==> src/rtl/ball_motion.sv <==
// Purpose: squash-court ball engine; one position step per synchronised rising edge of tick_in.
// Latency: tick_in rise -> ball_x/ball_y/pulses/state registered 3 clk_in edges later.
// Backpressure: none; the update is unconditional, and ticks closer than 2 clk_in periods may be lost.
//
// Ports:
//   clk_in, rst (async active-low), tick_in (async game tick), serve (level, starts a rally),
//   paddle_x (paddle left edge) -> ball_x/ball_y (ball top-left), in_play (PLAY state),
//   hit_pulse/miss_pulse (1-cycle events), hit_count (rally hits, saturating).
module ball_motion #(
    parameter int H_RES     = 640,
    parameter int V_RES     = 480,
    parameter int BALL_SIZE = 8,
    parameter int STEP      = 4,
    parameter int PADDLE_Y  = 460,
    parameter int PADDLE_W  = 64,
    parameter int SERVE_Y   = 16
) (
    input  logic       clk_in,
    input  logic       rst,
    input  logic       tick_in,
    input  logic       serve,
    input  logic [9:0] paddle_x,
    output logic [9:0] ball_x,
    output logic [9:0] ball_y,
    output logic       in_play,
    output logic       hit_pulse,
    output logic       miss_pulse,
    output logic [7:0] hit_count
);

    typedef enum logic [1:0] {IDLE, SERVE, PLAY, MISS} state_t;

    // All geometry is compared in 11 bits so ball+STEP can never wrap.
    localparam logic [10:0] X_MAX    = 11'(H_RES - BALL_SIZE);
    localparam logic [10:0] P_LINE   = 11'(PADDLE_Y - BALL_SIZE);
    localparam logic [10:0] FLOOR_Y  = 11'(V_RES - BALL_SIZE);
    localparam logic [10:0] STEP11   = 11'(STEP);
    localparam logic [10:0] SIZE11   = 11'(BALL_SIZE);
    localparam logic [10:0] PAD_W11  = 11'(PADDLE_W);
    localparam logic [9:0]  X_SERVE  = 10'((H_RES - BALL_SIZE) / 2);
    localparam logic [9:0]  Y_SERVE  = 10'(SERVE_Y);

    state_t      state, state_nxt;
    logic        s1, s2, s3;
    logic        rise;
    logic        dir_x, dir_x_nxt;   // 1 = moving right
    logic        dir_y, dir_y_nxt;   // 1 = moving down
    logic [9:0]  x_nxt, y_nxt;
    logic [7:0]  hc_nxt;
    logic        hit_nxt, miss_nxt;
    logic [10:0] bx, by, px;
    logic        paddle_overlap;

    // Three-flop chain: two for metastability, the third for edge detection.
    always_ff @(posedge clk_in or negedge rst) begin
        if (!rst) begin
            s1 <= 1'b0;
            s2 <= 1'b0;
            s3 <= 1'b0;
        end else begin
            s1 <= tick_in;
            s2 <= s1;
            s3 <= s2;
        end
    end

    assign rise = s2 & ~s3;

    assign bx = {1'b0, ball_x};
    assign by = {1'b0, ball_y};
    assign px = {1'b0, paddle_x};

    // Overlap uses the pre-update x, so the hit decision matches what was drawn.
    assign paddle_overlap = (bx + SIZE11 > px) && (bx < px + PAD_W11);

    always_ff @(posedge clk_in or negedge rst) begin
        if (!rst) begin
            state      <= IDLE;
            ball_x     <= X_SERVE;
            ball_y     <= Y_SERVE;
            dir_x      <= 1'b1;
            dir_y      <= 1'b1;
            hit_count  <= 8'd0;
            hit_pulse  <= 1'b0;
            miss_pulse <= 1'b0;
        end else begin
            state      <= state_nxt;
            ball_x     <= x_nxt;
            ball_y     <= y_nxt;
            dir_x      <= dir_x_nxt;
            dir_y      <= dir_y_nxt;
            hit_count  <= hc_nxt;
            hit_pulse  <= hit_nxt;
            miss_pulse <= miss_nxt;
        end
    end

    always_comb begin
        state_nxt = state;
        x_nxt     = ball_x;
        y_nxt     = ball_y;
        dir_x_nxt = dir_x;
        dir_y_nxt = dir_y;
        hc_nxt    = hit_count;
        hit_nxt   = 1'b0;
        miss_nxt  = 1'b0;

        case (state)
            IDLE, MISS: begin
                // Entering SERVE re-arms the ball; hit_count survives MISS until then.
                if (serve) begin
                    state_nxt = SERVE;
                    x_nxt     = X_SERVE;
                    y_nxt     = Y_SERVE;
                    dir_x_nxt = 1'b1;
                    dir_y_nxt = 1'b1;
                    hc_nxt    = 8'd0;
                end
            end
            SERVE: begin
                if (rise) state_nxt = PLAY;
            end
            PLAY: begin
                if (rise) begin
                    // Horizontal axis: walls clamp and reverse.
                    if (dir_x) begin
                        if (bx + STEP11 >= X_MAX) begin
                            x_nxt     = X_MAX[9:0];
                            dir_x_nxt = 1'b0;
                        end else begin
                            x_nxt = 10'(bx + STEP11);
                        end
                    end else begin
                        if (bx <= STEP11) begin
                            x_nxt     = 10'd0;
                            dir_x_nxt = 1'b1;
                        end else begin
                            x_nxt = 10'(bx - STEP11);
                        end
                    end

                    // Vertical axis: ceiling, paddle line crossing, floor.
                    if (!dir_y) begin
                        if (by <= STEP11) begin
                            y_nxt     = 10'd0;
                            dir_y_nxt = 1'b1;
                        end else begin
                            y_nxt = 10'(by - STEP11);
                        end
                    end else if ((by < P_LINE) && (by + STEP11 >= P_LINE) && paddle_overlap) begin
                        y_nxt     = P_LINE[9:0];
                        dir_y_nxt = 1'b0;
                        hit_nxt   = 1'b1;
                        if (hit_count != 8'hFF) hc_nxt = hit_count + 8'd1;
                    end else if ((by >= P_LINE) && (by + STEP11 >= FLOOR_Y)) begin
                        y_nxt     = FLOOR_Y[9:0];
                        miss_nxt  = 1'b1;
                        state_nxt = MISS;
                    end else begin
                        y_nxt = 10'(by + STEP11);
                    end
                end
            end
            default: state_nxt = IDLE;
        endcase
    end

    assign in_play = (state == PLAY);

endmodule

==> config.mk <==
export PLATFORM = sky130hd
export DESIGN_NAME = ball_motion
export DESIGN_NICKNAME = d
export VERILOG_FILES = /design/src/rtl/ball_motion.sv
export SDC_FILE = /design/constraint.sdc
export NUM_CORES = 1
export LEC_CHECK = 0
export ABC_AREA = 1
export BUFFER_PORTS_ARGS = -buffer_cell sky130_fd_sc_hd__buf_4
export CORE_MARGIN = 5
export CORE_UTILIZATION = 60
export CTS_BUF_LIST = sky130_fd_sc_hd__clkbuf_4
export DETAILED_ROUTE_END_ITERATION = 10
export GPL_ROUTABILITY_DRIVEN = 0
export PLACE_DENSITY_LB_ADDON = 0.2
export SLEW_MARGIN = 20
export SYNTH_ARGS = -nofsm -noshare
export SYNTH_HDL_FRONTEND = slang
export SYNTH_SLANG_ARGS = --single-unit
==> constraint.sdc <==
create_clock -name clk_in -period 7 [get_ports clk_in]
set_input_delay 1.05 -clock clk_in [delete_from_list [all_inputs] [get_ports clk_in]]
set_output_delay 1.05 -clock clk_in [all_outputs]
set_load 0.005 [all_outputs]
==> flow_summary.yaml <==
outcome:
  outcome: "completed"
worst_setup_path:
  crit_path_frequent_cell: "nand2_1"
  required_ns: 7.24
  rr_endpoint: "hit_count[6]$_DFFE_PN0P_"
  startpoint_type: "flip-flop"
  cp_max_fo: 10
  regToRegSetupSlack_ns: 4.07
  reg2reg_from: "ball_x[4]$_DFFE_PN1P_"
  crit_family: "simple AND/OR/NAND/NOR gates"
  cp_slowest_stage_delay_ns: 0.65
  worstRegToRegCells: 17
  worst_setup_path_end_kind: "flip-flop"
  crit_path_top_delay_cell: "dfstp_2"
  crit_chain: "ha_1 -> nand2_1 -> inv_1 -> nand3_1 -> xor2_1 -> ha_1 -> nand4_1 -> nor2_1 -> nand3_1 -> nand2_1 -> nor2_1 -> nor2_2 -> nand3_2 -> nand2_2 -> nand2_4 -> nand2_1 -> nand2_1"
  critical_path_arrival_ns: 3.17
  critical_path_class: "flip-flop to flip-flop"
  path_buf_inv: 1
synth:
  syn_avg_cell_area_um2: 6.60
  yosysTopAreaCellShare_pct: 19.9
  synth_area_leaders: "dfrtp_1 (20%), nand2_1 (15%), ha_1 (12%)"
  synth_edf_count: 0
  synth_cell_type_count: 36
  seq_area_frac_synth_pct: 26.6
  yosysWarningCount: 0
  synthArstFlopShare_pct: 100
  synth_seq_cells: 33
  syn-cell-area_um2: 3140
  synth_flop_cell: "dfrtp_1"
  syn-instance-count: 476
  synth_top_cell_by_area: "dfrtp_1"
pwr:
  p_leak_nw: 1.93
  power.total_w: 0.00106
  pwr-share-clk_pct: 10.9
  p_per_area_nw_per_um2: 301
  p_sw_share_pct: 51.7
  p_switching_w: 0.000546
  p_comb_share_pct: 60.9
  vdd_drop_max_mv: 0.206
  seqPwrFrac_pct: 28.1
  internal-power_w: 0.000510
placement:
  portBuffers: 40
  hpwl_um: 5670
  dpl.cell_count: 576
  dpl_cell_area_um2: 3450
cells_and_area:
  multi_input_area_um2: 1970
  seqCellArea_um2: 836
  nNetsFinal: 557
  final_cells: 584
  final_area_um2: 3510
  nFillCells: 471
  drive_gt1_share_pct: 14.2
  antenna_cells: 0
  area_growth_pct: 11.8
  postLayoutCoreUtil_pct: 68.7
timing:
  hold_viol_final: 0
  rsz0062_at_grt: "false"
  fmax_mhz: 341
  fin_crit_sh_pct: 41.9
  setup_tns_ns: 0
  period_needed_ns: 2.93
  clock_skew_ns: 0.0153
  slew_headroom_pct: 44.7
  maxSlewViolCount: 0
  setup_violations: 0
  tightest_slew_ns: 0.823
clocking:
  cts_tree: "done"
  cts_num_sinks: 33
  clkTransAtPathRegs_ns: 0.09
  cts_setup_buffers: 0
  clk_latency_ns: 0.35
  htree_levels: 2
  cts_resized: 0
  cts_buffers: 5
  cts_hold_buf: 0
  cts_root_buffer: "clkbuf_4"
  cts_buffer_depth: 2
floorplanning:
  io_pins: 45
  die_w_um: 82.3
  die-area_um2: 6780
  num_rows: 26
  coreArea_um2: 5110
  die_h_um: 82.3
  start_util_pct: 61.5
detailed_routing:
  ant_nets: 0
  num_vias: 3115
  post-route-drc-count: 0
  viasPerCell: 5.33
  drtIter0Drc: 222
  wl_um: 7380
  dr.pass1.iters: 5
  wire_per_inst_um: 12.6
grt:
  antenna_found_initial: 0
  grt_first_pass_wirelength_um: 12800
  globalRouteOverflowTotal: 0
  grt_pass1_vias: 2856
  grt_start_max_net_pins: 34
  grt_use_total_pct: 24.2
hold_path:
  hold_end: "s2$_DFF_PN0_"
  holdPathStages: 0
  hold_path.class: "flip-flop to flip-flop"
  min_from: "s1$_DFF_PN0_"
flow_run:
  drv_cap: 0
==> cells in the final DEF, fill, tap and decap left out, types with 4 or more instances in the layout <==
| cell | count |
|---|---|
| nor2_1 | 49 |
| nand2_1 | 128 |
| nand4_1 | 8 |
| a21oi_1 | 20 |
| buf_4 | 40 |
| inv_1 | 66 |
| nor3_1 | 7 |
| ha_1 | 30 |
| nand3_1 | 52 |
| nand2_2 | 4 |
| clkbuf_4 | 7 |
| dfstp_2 | 8 |
| xor2_1 | 14 |
| dfrtp_1 | 25 |
| o21ai_0 | 22 |
| conb_1 | 4 |
==> cells in the mapped netlist, types with 4 or more instances <==
| cell type | count |
|---|---|
| nand2_1 | 128 |
| inv_1 | 66 |
| nand3_1 | 52 |
| nor2_1 | 49 |
| ha_1 | 30 |
| dfrtp_1 | 25 |
| o21ai_0 | 22 |
| a21oi_1 | 20 |
| xor2_1 | 14 |
| dfstp_2 | 8 |
| nand4_1 | 8 |
| buf_4 | 7 |
| nor3_1 | 7 |
| nand2_2 | 4 |
==> cell type report <==
| class | count | area share (%) |
|---|---|---|
| Sequential cell | 33 | 23.8 |
| Multi-Input combinational cell | 363 | 56.0 |
| Timing Repair Buffer | 40 | 8.56 |
| Tap cell | 70 | 2.50 |
| Inverter | 70 | 7.49 |
| Clock inverter | 1 | 0.107 |
| Clock buffer | 7 | 1.50 |
==> power by group through the flow <==
| stage | registers [W] | clock network [W] | logic (W) |
|---|---|---|---|
| after floorplan | 0.000275 | 0 | 0.000494 |
| after global placement | 0.000298 | 0 | 0.000623 |
| after detailed placement | 0.000299 | 0 | 0.000640 |
| after CTS | 0.000296 | 0.000118 | 0.000643 |
| after global routing | 0.000306 | 0.000123 | 0.000743 |
| final | 0.000297 | 0.000115 | 0.000644 |
==> worst max-delay path by stage <==
stage	startpoint	depth (start not counted)	slack [ns]	endpoint
3_3_place_gp	paddle_x[6]	16	3.99	hit_count[0]$_DFFE_PN0P_
2_1_floorplan	paddle_x[6]	15	4.31	hit_count[5]$_DFFE_PN0P_
5_1_grt	ball_x[4]$_DFFE_PN1P_	17	3.77	hit_count[5]$_DFFE_PN0P_
3_5_place_dp	paddle_x[6]	16	3.85	hit_count[4]$_DFFE_PN0P_
6_report	ball_x[4]$_DFFE_PN1P_	17	4.07	hit_count[6]$_DFFE_PN0P_
4_1_cts	ball_x[4]$_DFFE_PN1P_	17	4.08	hit_count[4]$_DFFE_PN0P_
==> cell families (layout without fill, tap and decap cells) <==
logic type,Yosys count,after routing,share of synthesized area [%]
simple gates,258,258,35.7
buf+inv,83,118,11.1
flops,33,33,26.6
xor+xnor,16,16,4.46
other cells,1,4,0.119
compound gates,55,55,10.0
fa+ha+maj,30,30,12.0
==> stage by stage <==
step                setup WS, ns  hold WS [ns]
finish                      4.07         0.358
global route                3.77         0.378
CTS                         4.08         0.363
detailed placement          3.85         0.339
global placement            3.99         0.336
floorplan                   4.31         0.331
==> flip-flops by register name, summed over array words and instances (netlist names) <==
name,cells
miss_pulse,1
hit_count,8
ball_y,8
state,2
s2,1
s1,1
hit_pulse,1
ball_x,8
dir_y,1
s3,1
dir_x,1
==> metal layers <==
metal  GRT usage, %  wire length [um]
met5              0                 0
met4           8.47               148
met3           4.45               431
met2           39.1              3360
met1           32.4              3440
==> worst register-to-register path, stage by stage, from the launching register on <==
cell     delay, ns
dfstp_2       0.65
ha_1          0.22
nand2_1       0.10
inv_1         0.14
nand3_1       0.10
xor2_1        0.15
ha_1          0.31
nand4_1       0.08
nor2_1        0.14
nand3_1       0.09
nand2_1       0.06
nor2_1        0.05
nor2_2        0.20
nand3_2       0.11
nand2_2       0.19
nand2_4       0.11
nand2_1       0.07
nand2_1       0.05
(Power assumes the default switching activity.)
